[config.mk]
export PLATFORM = sky130hd
export DESIGN_NAME = trng_bit_collector
export DESIGN_NICKNAME = d
export VERILOG_FILES = /design/src/rtl/trng_pkg.sv /design/src/rtl/trng_sync.sv /design/src/rtl/trng_bit_collector.sv
export SDC_FILE = /design/constraint.sdc
export NUM_CORES = 1
export LEC_CHECK = 0
export CAP_MARGIN = 10
export CORE_ASPECT_RATIO = 1.25
export CORE_MARGIN = 1.5
export CORE_UTILIZATION = 55
export CTS_CLUSTER_SIZE = 25
export DETAILED_ROUTE_END_ITERATION = 8
export GPL_TIMING_DRIVEN = 0
export PLACE_DENSITY_LB_ADDON = 0.25
export RECOVER_POWER = 25
export REMOVE_ABC_BUFFERS = 1
export SYNTH_ARGS = -nofsm -noshare
export SYNTH_HDL_FRONTEND = slang
export SYNTH_HIERARCHICAL = 1
export SYNTH_SLANG_ARGS = --single-unit
[constraint.sdc]
create_clock -name clk_i -period 3.25 [get_ports clk_i]
set_input_delay 0.65 -clock clk_i [delete_from_list [all_inputs] [get_ports clk_i]]
set_output_delay 0.65 -clock clk_i [all_outputs]
set_load 0.05 [all_outputs]
[src/rtl/trng_pkg.sv]
// trng_pkg: shared state encoding and constants for the TRNG bit collector.
package trng_pkg;
    localparam int SYNC_STAGES = 2;
    typedef enum logic [1:0] {IDLE, WARMUP, COLLECT, HOLD} trng_state_e;
endpackage

[src/rtl/trng_sync.sv]
// trng_sync: SYNC_STAGES-flop synchroniser for the asynchronous RO output bit.
module trng_sync
    import trng_pkg::*;
(
    input  logic clk_i,
    input  logic rst_ni,
    input  logic d_i,
    output logic q_o
);
    logic [SYNC_STAGES-1:0] sync_q;
    always_ff @(posedge clk_i or negedge rst_ni) begin
        if (!rst_ni) sync_q <= '0;
        else         sync_q <= {sync_q[SYNC_STAGES-2:0], d_i};
    end
    assign q_o = sync_q[SYNC_STAGES-1];
endmodule

[src/rtl/trng_bit_collector.sv]
// trng_bit_collector: RO sampling, von Neumann correction and word packing over valid/ready.
// Optional repetition-count health test enabled by defining TRNG_HEALTH_EN.
module trng_bit_collector
    import trng_pkg::*;
#(
    parameter int WORD_WIDTH    = 32,
    parameter int SAMPLE_DIV    = 8,
    parameter int WARMUP_CYCLES = 256,
    parameter int REP_LIMIT     = 16
) (
    input  logic                  clk_i,
    input  logic                  rst_ni,
    input  logic                  enable_i,
    input  logic                  raw_bit_i,
    output logic                  ro_enable_o,
    output logic [WORD_WIDTH-1:0] data_o,
    output logic                  valid_o,
    input  logic                  ready_i,
    output logic                  busy_o,
    output logic                  health_err_o
);
    localparam int DW = $clog2(SAMPLE_DIV + 1);
    localparam int WW = $clog2(WARMUP_CYCLES + 1);
    localparam int CW = $clog2(WORD_WIDTH + 1);

    if (WORD_WIDTH < 2 || SAMPLE_DIV < 1 || WARMUP_CYCLES < 1 || REP_LIMIT < 1) begin : g_param_check
        $error("trng_bit_collector: illegal parameter value");
    end

    trng_state_e           state_q, state_d;
    logic [WW-1:0]         warm_q, warm_d;
    logic [DW-1:0]         div_q, div_d;
    logic [CW-1:0]         cnt_q, cnt_d;
    logic                  phase_q, phase_d;
    logic                  a_q, a_d;
    logic [WORD_WIDTH-1:0] sr_q, sr_d;
    logic [WORD_WIDTH-1:0] data_q, data_d;
    logic                  valid_q, valid_d;
    logic                  s, tick, emit, word_done, fault;

    trng_sync u_sync (.clk_i(clk_i), .rst_ni(rst_ni), .d_i(raw_bit_i), .q_o(s));

    always_comb begin
        tick      = (state_q == COLLECT) && (div_q == DW'(SAMPLE_DIV - 1));
        emit      = tick && phase_q && (a_q != s);
        word_done = emit && (cnt_q == CW'(WORD_WIDTH - 1));
    end

    // Counters default to zero so leaving COLLECT/WARMUP discards any partial progress.
    always_comb begin
        state_d = state_q;
        warm_d  = '0;
        div_d   = '0;
        phase_d = 1'b0;
        cnt_d   = '0;
        a_d     = a_q;
        sr_d    = sr_q;
        data_d  = data_q;
        valid_d = valid_q;
        case (state_q)
            IDLE: state_d = (enable_i && !health_err_o) ? WARMUP : IDLE;
            WARMUP: begin
                warm_d  = warm_q + WW'(1);
                state_d = !enable_i ? IDLE : (warm_q == WW'(WARMUP_CYCLES - 1)) ? COLLECT : WARMUP;
            end
            COLLECT: begin
                if (!enable_i || fault) begin
                    state_d = IDLE;
                end else begin
                    div_d   = tick ? '0 : div_q + DW'(1);
                    phase_d = phase_q ^ tick;
                    cnt_d   = emit ? cnt_q + CW'(1) : cnt_q;
                    a_d     = (tick && !phase_q) ? s : a_q;
                    sr_d    = emit ? {sr_q[WORD_WIDTH-2:0], a_q} : sr_q;
                    if (word_done) begin
                        data_d  = {sr_q[WORD_WIDTH-2:0], a_q};
                        valid_d = 1'b1;
                        state_d = HOLD;
                    end
                end
            end
            HOLD: begin
                if (ready_i) begin
                    valid_d = 1'b0;
                    state_d = enable_i ? COLLECT : IDLE;
                end
            end
            default: state_d = IDLE;
        endcase
    end

    always_ff @(posedge clk_i or negedge rst_ni) begin
        if (!rst_ni) begin
            state_q <= IDLE;
            warm_q  <= '0;
            div_q   <= '0;
            cnt_q   <= '0;
            phase_q <= 1'b0;
            a_q     <= 1'b0;
            sr_q    <= '0;
            data_q  <= '0;
            valid_q <= 1'b0;
        end else begin
            state_q <= state_d;
            warm_q  <= warm_d;
            div_q   <= div_d;
            cnt_q   <= cnt_d;
            phase_q <= phase_d;
            a_q     <= a_d;
            sr_q    <= sr_d;
            data_q  <= data_d;
            valid_q <= valid_d;
        end
    end

`ifdef TRNG_HEALTH_EN
    localparam int RW = $clog2(REP_LIMIT + 1);
    logic [RW-1:0] run_q, run_d;
    logic          prev_q, err_q;

    // Run length survives HOLD so a stuck ring is still caught across word boundaries.
    always_comb begin
        run_d = run_q;
        if (state_q == IDLE || state_q == WARMUP)
            run_d = '0;
        else if (tick)
            run_d = (run_q != '0 && s == prev_q) ? ((run_q == RW'(REP_LIMIT)) ? run_q : run_q + RW'(1)) : RW'(1);
        fault = tick && (run_d == RW'(REP_LIMIT));
    end

    always_ff @(posedge clk_i or negedge rst_ni) begin
        if (!rst_ni) begin
            run_q  <= '0;
            prev_q <= 1'b0;
            err_q  <= 1'b0;
        end else begin
            run_q  <= run_d;
            prev_q <= tick ? s : prev_q;
            err_q  <= enable_i && (err_q || fault);
        end
    end

    assign health_err_o = err_q;
`else
    assign fault        = 1'b0;
    assign health_err_o = 1'b0;
`endif

    assign ro_enable_o = (state_q == IDLE);
    assign busy_o      = (state_q != IDLE);
    assign data_o      = data_q;
    assign valid_o     = valid_q;
endmodule

==> run_results.csv, run 1 <==
group,metric,value,unit
detailed_routing,vias,2080,
global_routing,grt_pass1_vias,2091,
clock_network,clkLatencyLatePin,0.36,ns
critical_path,crit_arrival,3.09,ns
global_routing,grt-ovfl-total,0,
synth,yosys_warnings,6,
sta,maxSlewViolCount,39,
sta,period_share,87.4,%
critical_path,reg2reg_from,"state_q[1]$_DFFE_PN0P_",
sta,rsz0062_at_grt,"false",
detailed_routing,drt_first_pass_iters,4,
status,outcome,"finished with violations",
floorplan,core_area,6250,um^2
clock_network,h-tree-depth,3,
sta,skew,0.0142,ns
detailed_routing,vias_per_cell,5.35,
cells_and_area,layout-area-overhead-vs-synth,19.7,%
synth,synth-seq-cells,89,
critical_path,endpoint_kind,"register",
pwr,vdd_drop_max,355,uV
floorplan,start_util,57.5,%
critical_path,worstPathRequired,3.50,ns
cells_and_area,drive_gt1_share,27.6,%
floorplan,die_h,93.3,um
critical_path,cp_top_family,"simple AND/OR/NAND/NOR gates",
floorplan,die_w,75.3,um
clock_network,holdBufCountCts,0,
synth,synthDistinctLibCells,33,
synth,synth_area,3590,um^2
global_routing,antenna_found_initial,0,
detailed_routing,wirelength,5.62,mm
placed_design,gp_congestion,0.733,
hold_path,hold_depth,0,
floorplan,row_count,32,
pwr,power.leakage,2.03,nW
critical_path,critical_path_peak_fanout,14,
critical_path,slowest_delay,0.46,ns
clock_network,cts_buffer_depth,2,
clock_network,numCtsBuffers,9,
critical_path,r2r-end,"data_o[8]$_DFFE_PN0P_",
detailed_routing,drc_errors,0,
global_routing,use_met1,24.0,%
critical_path,cp_num_buf_inv,3,
cells_and_area,diodes,0,
hold_path,holdPathEnd,"u_sync/sync_q[1]$_DFF_PN0_",
global_routing,grt_pass1_wl,9.71,mm
hold_path,holdCritPathClass,"register to register",
synth,synth_top_area_share,62.0,%
critical_path,crit_path_start_kind,"register",
critical_path,worstSetupPathType,"register to register",
global_routing,grtUsageMet2,28.5,%
floorplan,io_pins,41,
cells_and_area,layout.cells.most_common,"dfrtp_1",
detailed_routing,wl_per_cell,14.4,um
cells_and_area,nets,310,
status,violations,"max-capacitance violations, max-slew violations",
critical_path,worstPathCellList,"inv_1 > nor4_1 > ha_1 > nand4b_1 > nor4_4 > buf_6 > buf_8 > mux2_2",
sta,fmax,352,MHz
synth,synth.area.top_cells,"dfrtp_1, mux2_2, ha_1, a21oi_1, nand3_1",
detailed_routing,drt_iter0_drc,90,
critical_path,worst_r2r_path_depth,8,
cells_and_area,layout_common_cells,"dfrtp_1, mux2_2, clkdlybuf4s50_1, nor2_1",
sta,final.setup.tns,0,ns
global_routing,busiest_layer,"met2",
job,drv_cap,1,
sta,min_period,2.84,ns
detailed_routing,ant_nets,0,
sta,hold_violations,0,
critical_path,r2r_slack,0.41,ns
synth,synth_cells,256,
clock_network,cts_root_buffer,"clkbuf_8",
sta,setup_violations,0,
hold_path,min_from,"u_sync/sync_q[0]$_DFF_PN0_",
clock_network,post_cts_buffers,0,
placed_design,dp_hpwl,3.70,mm
clock_network,cts_resized,0,
global_routing,grt_usage,18.8,%
critical_path,critical_path.slowest_cell,"nor4_4",
synth,avgSynthCellArea,14.0,um^2
pwr,p_total,0.00201,W
global_routing,use_met3,5.39,%
synth,yosysSeqAreaShare,62.0,%
placed_design,port_buffers,39,
floorplan,die-area,7020,um^2
clock_network,cts_tree,"yes",
clock_network,clk_pin_slew,0.09,ns
clock_network,clock-sinks,89,
sta,timing.max_slew.rel_slack,-41.8,%
synth,yosys.area.top_type,"dfrtp_1",
sta,worst_slew_pin_slew,2.13,ns
global_routing,grt_max_degree,52,
pwr,p_per_area,468,nW/um^2
## per-layer routing
metal	part of all wire, %	vias to the layer above	routed length [um]
met3	4.9	9	274
met1	44	1046	2490
li1	-	988	-
met5	0	-	0
met2	49	37	2730
met4	2.2	0	123
## cell families after synthesis
kind of cell / share of synthesized area (%)
AOI/OAI and AO/OA: 3.97
xor gates and xnor gates: 1.46
adders and majority gates: 2.09
buffers and inverters: 2.61
DFF: 62.0
muxes: 20.4
other: 0.104
and+or+nand+nor: 7.35
## final cells by class
cell class	count	area (um^2)
timing repair buffer	42	438
multi-input combinational	150	1270
inverter	7	26.3
fill	477	1950
tap	85	106
sequential	89	2230
clock buffer	10	138
clock inverter	6	88.8
## Yosys cell counts, drive strengths merged
master / count
a21oi: 10
a32o: 1
and2: 1
and3: 1
and3b: 1
buf: 7
clkbuf: 3
conb: 1
dfrtp: 89
ha: 6
inv: 7
mux2: 64
mux2i: 1
nand2: 6
nand2b: 1
nand3: 10
nand3b: 1
nand4: 2
nand4b: 1
nor2: 11
nor4: 3
o21a: 2
o21ai: 9
o31ai: 3
or2: 1
or3: 5
or4: 3
xnor2: 3
xor2: 3
## per-stage QoR
stage / hold WS [ns] / worst slack (ns) / utilization (%) / instance area, um^2 / cells
2_1_floorplan: 0.331 / 0.341 / - / 3520 / 246
3_3_place_gp: 0.336 / -1.67 / 64.3 / 4020 / 370
3_5_place_dp: 0.341 / 0.333 / 65.2 / 4080 / 373
4_1_cts: 0.258 / 0.309 / 68.9 / 4300 / 389
5_1_grt: 0.376 / 0.0966 / 68.8 / 4300 / 389
6_report: 0.370 / 0.408 / 68.8 / 4300 / 389
## power by group
group | leakage (nW) | internal (W) | switching (W) | total (W)
clock | 0.109 | 0.000455 | 0.000386 | 0.000841
sequential | 1.23 | 0.00111 | 0.00000547 | 0.00112
combinational | 0.691 | 0.0000153 | 0.0000380 | 0.0000533
## worst max-delay path by stage
| stage | start | end | slack (ns) | cells past startpoint |
|---|---|---|---|---|
| 2_1_floorplan | div_q[0]$_DFF_PN0_ | data_o[0]$_DFFE_PN0P_ | 0.34 | 7 |
| 3_3_place_gp | rst_ni | data_o[22]$_DFFE_PN0P_ | -1.67 | 1 |
| 3_5_place_dp | state_q[1]$_DFFE_PN0P_ | data_o[8]$_DFFE_PN0P_ | 0.33 | 8 |
| 4_1_cts | state_q[1]$_DFFE_PN0P_ | data_o[8]$_DFFE_PN0P_ | 0.31 | 8 |
| 5_1_grt | div_q[0]$_DFF_PN0_ | data_o[8]$_DFFE_PN0P_ | 0.1 | 9 |
| 6_report | state_q[1]$_DFFE_PN0P_ | data_o[8]$_DFFE_PN0P_ | 0.41 | 8 |
## flip-flops by register name, summed over array words and instances, names as in the netlist
name,count
warm_q,9
a_q,1
sr_q,31
u_sync/sync_q,2
cnt_q,6
valid_o,1
data_o,32
div_q,4
phase_q,1
state_q,2
(Power assumes the default switching activity.)
==> run 2: changes to the inputs <==
- CELL_PAD_IN_SITES_DETAIL_PLACEMENT: default -> 0
- CELL_PAD_IN_SITES_GLOBAL_PLACEMENT: default -> 2
- CORE_UTILIZATION: 55 -> 39
- HOLD_SLACK_MARGIN: default -> 0.15
==> run_results.csv, run 2 (synthesis results as in run 1) <==
group,metric,value,unit
floorplan,start_util,40.8,%
cells_and_area,largest_reg_flops,32,
cells_and_area,layout_common_cells,"dfrtp_1, mux2_2, clkdlybuf4s50_1, nor2_1, clkbuf_8",
detailed_routing,ant_nets,0,
sta,final.setup.tns,0,ns
job,drv_cap,0,
status,outcome,"completed",
placed_design,placed_cell_area,4120,um^2
sta,hold_slack,0.371,ns
pwr,clock_power_share,40.6,%
detailed_routing,drt_first_pass_iters,4,
cells_and_area,final_cell_area,4350,um^2
global_routing,grt_pass1_wl,10.1,mm
sta,timing.max_slew.rel_slack,9.50,%
floorplan,core_area,8800,um^2
global_routing,antenna_found_initial,0,
floorplan,row_count,38,
critical_path,worstSetupPathType,"register to register",
sta,worst_slew_pin_slew,1.36,ns
floorplan,die_w,88.8,um
cells_and_area,multiInputGateArea,1270,um^2
pwr,switching_share,22.5,%
pwr,p_switching,0.000443,W
detailed_routing,wirelength,5.95,mm
pwr,p_total,0.00197,W
sta,min_period,2.78,ns
floorplan,io_pins,41,
sta,hold_violations,0,
global_routing,grt-ovfl-total,0,
global_routing,use_met3,4.91,%
cells_and_area,register_area,2230,um^2
pwr,p_per_area,453,nW/um^2
critical_path,endpoint_kind,"register",
detailed_routing,vias_per_cell,4.97,
sta,period_share,85.6,%
detailed_routing,drt_iter0_drc,94,
pwr,comb_power_share,2.8,%
critical_path,crit_path_start_kind,"register",
cells_and_area,drive_gt1_share,28.1,%
pwr,internal-power,0.00153,W
sta,maxSlewViolCount,0,
placed_design,dp_hpwl,3.83,mm
clock_network,cts_tree,"yes",
detailed_routing,wl_per_cell,14.0,um
clock_network,clkLatencyLatePin,0.36,ns
clock_network,cts_root_buffer,"clkbuf_8",
sta,setup_violations,0,
sta,skew,0.0104,ns
critical_path,critical_path_peak_fanout,13,
cells_and_area,layout.cells.most_common,"dfrtp_1",
clock_network,clock-sinks,89,
cells_and_area,fill_cells,806,
sta,rsz0062_at_grt,"false",
clock_network,holdBufCountCts,0,
critical_path,crit_arrival,3.02,ns
clock_network,numCtsBuffers,9,
pwr,seqPwrFrac,56.7,%
global_routing,busiest_layer,"met2",
placed_design,preCtsSetupSlack,0.161,ns
floorplan,die_h,110,um
global_routing,grt_max_degree,68,
global_routing,grt_pass1_vias,2116,
placed_design,gp_congestion,0.667,
clock_network,clk_pin_slew,0.09,ns
pwr,power.leakage,2.04,nW
pwr,vdd_drop_max,291,uV
global_routing,grtUsageMet2,21.2,%
global_routing,use_met1,17.2,%
critical_path,worstPathRequired,3.49,ns
global_routing,grt_usage,13.8,%
floorplan,die-area,9790,um^2
cells_and_area,nets,312,
detailed_routing,drc_errors,0,
sta,fmax,360,MHz
hold_path,holdCritPathClass,"register to register",
placed_design,port_buffers,39,
clock_network,h-tree-depth,3,
sta,finalWorstSetupSlack,0.469,ns
cells_and_area,layout-area-overhead-vs-synth,21.2,%
clock_network,cts_buffer_depth,2,
cells_and_area,diodes,0,
detailed_routing,vias,2118,
run 2: power groups by stage:
stage          combinational, W  clock (W)  sequential (W)
3_5_place_dp          0.0000574          0         0.00114
6_report              0.0000543   0.000800         0.00112
5_1_grt               0.0000629   0.000870         0.00112
4_1_cts               0.0000578   0.000835         0.00112
3_3_place_gp          0.0000531          0         0.00114
2_1_floorplan         0.0000194          0         0.00114
run 2: path summary, 6_finish.rpt:
| check | from | end | slack (ns) | cells after the start |
|---|---|---|---|---|
| setup / recovery | state_q[1]$_DFFE_PN0P_ | data_o[24]$_DFFE_PN0P_ | 0.47 | 8 |
| hold / removal | u_sync/sync_q[0]$_DFF_PN0_ | u_sync/sync_q[1]$_DFF_PN0_ | 0.37 | 0 |
| setup reg to reg | state_q[1]$_DFFE_PN0P_ | data_o[24]$_DFFE_PN0P_ | 0.47 | 8 |
| hold reg to reg | u_sync/sync_q[0]$_DFF_PN0_ | u_sync/sync_q[1]$_DFF_PN0_ | 0.37 | 0 |
| max in group asynchronous | rst_ni | cnt_q[0]$_DFFE_PN0P_ | 1.72 | 2 |
| min in group asynchronous | rst_ni | data_o[11]$_DFFE_PN0P_ | 0.58 | 1 |
run 2: per-layer routing:
layer	up-vias	routed length, um
met2	32	2790
met3	9	288
met5	-	0
met1	1077	2770
met4	0	102
li1	1000	-
run 2: final cells by class:
class	instances	area share, %
multi-input combinational	150	29.3
timing repair buffer	44	10.5
clock buffer	11	3.48
clock inverter	5	1.47
tap	120	3.45
inverter	7	0.604
sequential	89	51.2
run 2: repair_timing:
item                       4_1_cts  5_1_grt
gates resized for setup          0        0
hold endpoints to repair         0        0
setup buffers                    0        2
setup endpoints to repair        0       13
run 2: worst max-delay path: stages, from the launching register on:
cell and delay [ns]:
dfrtp_1 0.45, inv_1 0.13, nor4_1 0.43, ha_1 0.35, nand4b_1 0.18, nor4_4 0.39, buf_8 0.21, buf_8 0.17
mux2_2 0.34
run 2: per-stage QoR:
stage          instances  utilization (%)
3_5_place_dp         408             46.9
5_1_grt              426             49.4
3_3_place_gp         405             46.2
4_1_cts              424             49.3
6_report             426             49.4
2_1_floorplan        246                -
==> run 3: changes to the inputs <==
==> constraint.sdc (replaced) <==
create_clock -name clk_i -period 3.25 [get_ports clk_i]
set_input_delay 0.8125 -clock clk_i [delete_from_list [all_inputs] [get_ports clk_i]]
set_output_delay 0.8125 -clock clk_i [all_outputs]
set_load 0.05 [all_outputs]
==> run_results.csv, run 3 (synthesis results as in run 1) <==
group,metric,value,unit
sta,min_period,2.83,ns
critical_path,worst_r2r_path_depth,8,
cells_and_area,fin_cells,426,
placed_design,dpl.cell_count,408,
clock_network,cts_buffer_depth,2,
critical_path,critical_path_peak_fanout,12,
global_routing,antenna_found_initial,0,
global_routing,grt-ovfl-total,0,
cells_and_area,final_util,49.2,%
floorplan,io_pins,41,
sta,finalWorstSetupSlack,0.424,ns
sta,worst_slew_pin_slew,1.21,ns
critical_path,critical_path.slowest_cell,"clkdlybuf4s50_1",
detailed_routing,drt_iter0_drc,98,
placed_design,placed_cell_area,4120,um^2
critical_path,cp.depth,3,
critical_path,r2r_slack,0.48,ns
clock_network,cts_root_buffer,"clkbuf_8",
critical_path,reg2reg_from,"state_q[1]$_DFFE_PN0P_",
floorplan,start_util,40.8,%
detailed_routing,drt_first_pass_iters,4,
critical_path,endpoint_kind,"primary output",
sta,skew,0.0105,ns
clock_network,cts_tree,"yes",
placed_design,dp_hpwl,3.83,mm
critical_path,slowest_delay,0.78,ns
critical_path,worstPathRequired,2.44,ns
sta,period_share,87.0,%
global_routing,grt_pass1_vias,2116,
clock_network,clock-sinks,89,
sta,hold_violations,0,
floorplan,die_h,110,um
pwr,p_switching,0.000440,W
floorplan,die-area,9790,um^2
detailed_routing,ant_nets,0,
clock_network,cts_resized,0,
sta,setup_violations,0,
clock_network,numCtsBuffers,9,
cells_and_area,drive_gt1_share,28.1,%
clock_network,clkLatencyLatePin,0.36,ns
detailed_routing,drc_errors,0,
sta,hold_slack,0.371,ns
floorplan,die_w,88.8,um
clock_network,post_cts_buffers,0,
critical_path,endpoint,"ro_enable_o",
critical_path,cp_top_family,"buffers and inverters",
global_routing,grt_max_degree,68,
cells_and_area,nets,312,
critical_path,r2r-end,"data_o[24]$_DFFE_PN0P_",
cells_and_area,diodes,0,
detailed_routing,wl_per_cell,14.0,um
placed_design,port_buffers,39,
critical_path,worstSetupPathType,"register to primary output",
global_routing,grt_usage,13.8,%
pwr,vdd_drop_max,291,uV
detailed_routing,wirelength,5.95,mm
floorplan,row_count,38,
cells_and_area,layout.cells.most_common,"dfrtp_1",
sta,rsz0062_at_grt,"false",
critical_path,critPathLaunch,"state_q[0]$_DFFE_PN0P_",
placed_design,preCtsSetupSlack,0.154,ns
cells_and_area,layout-area-overhead-vs-synth,20.6,%
critical_path,crit_arrival,2.01,ns
pwr,power.leakage,2.04,nW
hold_path,hold_depth,0,
clock_network,h-tree-depth,3,
global_routing,grt_pass1_wl,10.1,mm
critical_path,crit_path_start_kind,"register",
critical_path,cp_num_buf_inv,2,
pwr,p_per_area,454,nW/um^2
cells_and_area,largest_reg_flops,32,
detailed_routing,vias,2124,
sta,maxSlewViolCount,0,
job,drv_cap,0,
hold_path,holdCritPathClass,"register to register",
clock_network,holdBufCountCts,0,
pwr,comb_power_share,2.6,%
critical_path,worstPathCellList,"or2_2 > inv_1 > clkdlybuf4s50_1",
status,outcome,"completed",
detailed_routing,vias_per_cell,4.99,
floorplan,core_area,8800,um^2
clock_network,clk_pin_slew,0.09,ns
placed_design,gp_congestion,0.667,
pwr,seqPwrFrac,56.8,%
sta,timing.max_slew.rel_slack,19.1,%
pwr,internal-power,0.00153,W
pwr,clock_power_share,40.6,%
pwr,switching_share,22.4,%
cells_and_area,layout_common_cells,"dfrtp_1, mux2_2, clkdlybuf4s50_1, nor2_1, clkbuf_8",
cells_and_area,final_cell_area,4330,um^2
sta,fmax,354,MHz
[run 3: cell types whose count changed in the layout (fill, tap and decap cells not counted), sizes merged]
cell / before / now
buf: 5 / 4
clkbuf: 12 / 13
[run 3: worst register-to-register path: stages (launching register included)]
cell and delay (ns):
dfrtp_1 0.45, inv_1 0.13, nor4_1 0.43, ha_1 0.35
nand4b_1 0.18, nor4_4 0.39, buf_8 0.21, buf_8 0.18
mux2_2 0.34
[run 3: routing by layer]
| layer | routed length, um | up-vias | global-route usage, % | share of wire (%) |
|---|---|---|---|---|
| met4 | 107 | 0 | 7.03 | 1.8 |
| li1 | - | 1000 | - | - |
| met1 | 2770 | 1075 | 17.2 | 47 |
| met2 | 2770 | 39 | 21.2 | 47 |
| met3 | 305 | 10 | 4.91 | 5.1 |
| met5 | 0 | - | 0 | 0 |
[run 3: power groups by stage]
stage	sequential [W]	clock (W)	combinational, W
after floorplan	0.00114	0	0.0000194
after global placement	0.00114	0	0.0000531
after detailed placement	0.00114	0	0.0000574
after CTS	0.00112	0.000835	0.0000578
after global routing	0.00112	0.000870	0.0000592
final	0.00112	0.000798	0.0000506
[run 3: cell type report]
cell class                      count  area (um^2)
Timing Repair Buffer               44          437
Clock buffer                       11          151
Inverter                            7         26.3
Clock inverter                      5         63.8
Fill cell                         808         4470
Multi-Input combinational cell    150         1270
Tap cell                          120          150
Sequential cell                    89         2230
[run 3: how the worst min path moves through the flow]
stage | startpoint | endpoint | slack [ns]
final | u_sync/sync_q[0]$_DFF_PN0_ | u_sync/sync_q[1]$_DFF_PN0_ | 0.37
after global routing | u_sync/sync_q[0]$_DFF_PN0_ | u_sync/sync_q[1]$_DFF_PN0_ | 0.38
after global placement | u_sync/sync_q[0]$_DFF_PN0_ | u_sync/sync_q[1]$_DFF_PN0_ | 0.34
after detailed placement | u_sync/sync_q[0]$_DFF_PN0_ | u_sync/sync_q[1]$_DFF_PN0_ | 0.34
after floorplan | u_sync/sync_q[0]$_DFF_PN0_ | u_sync/sync_q[1]$_DFF_PN0_ | 0.33
after CTS | rst_ni | sr_q[6]$_DFFE_PN0P_ | 0.34
[run 3: through the flow]
stage               setup TNS [ns]  power (W)
finish                           0    0.00197
global route                     0    0.00205
CTS                              0    0.00201
detailed placement               0    0.00120
global placement           -209.93    0.00119
floorplan                        0    0.00116
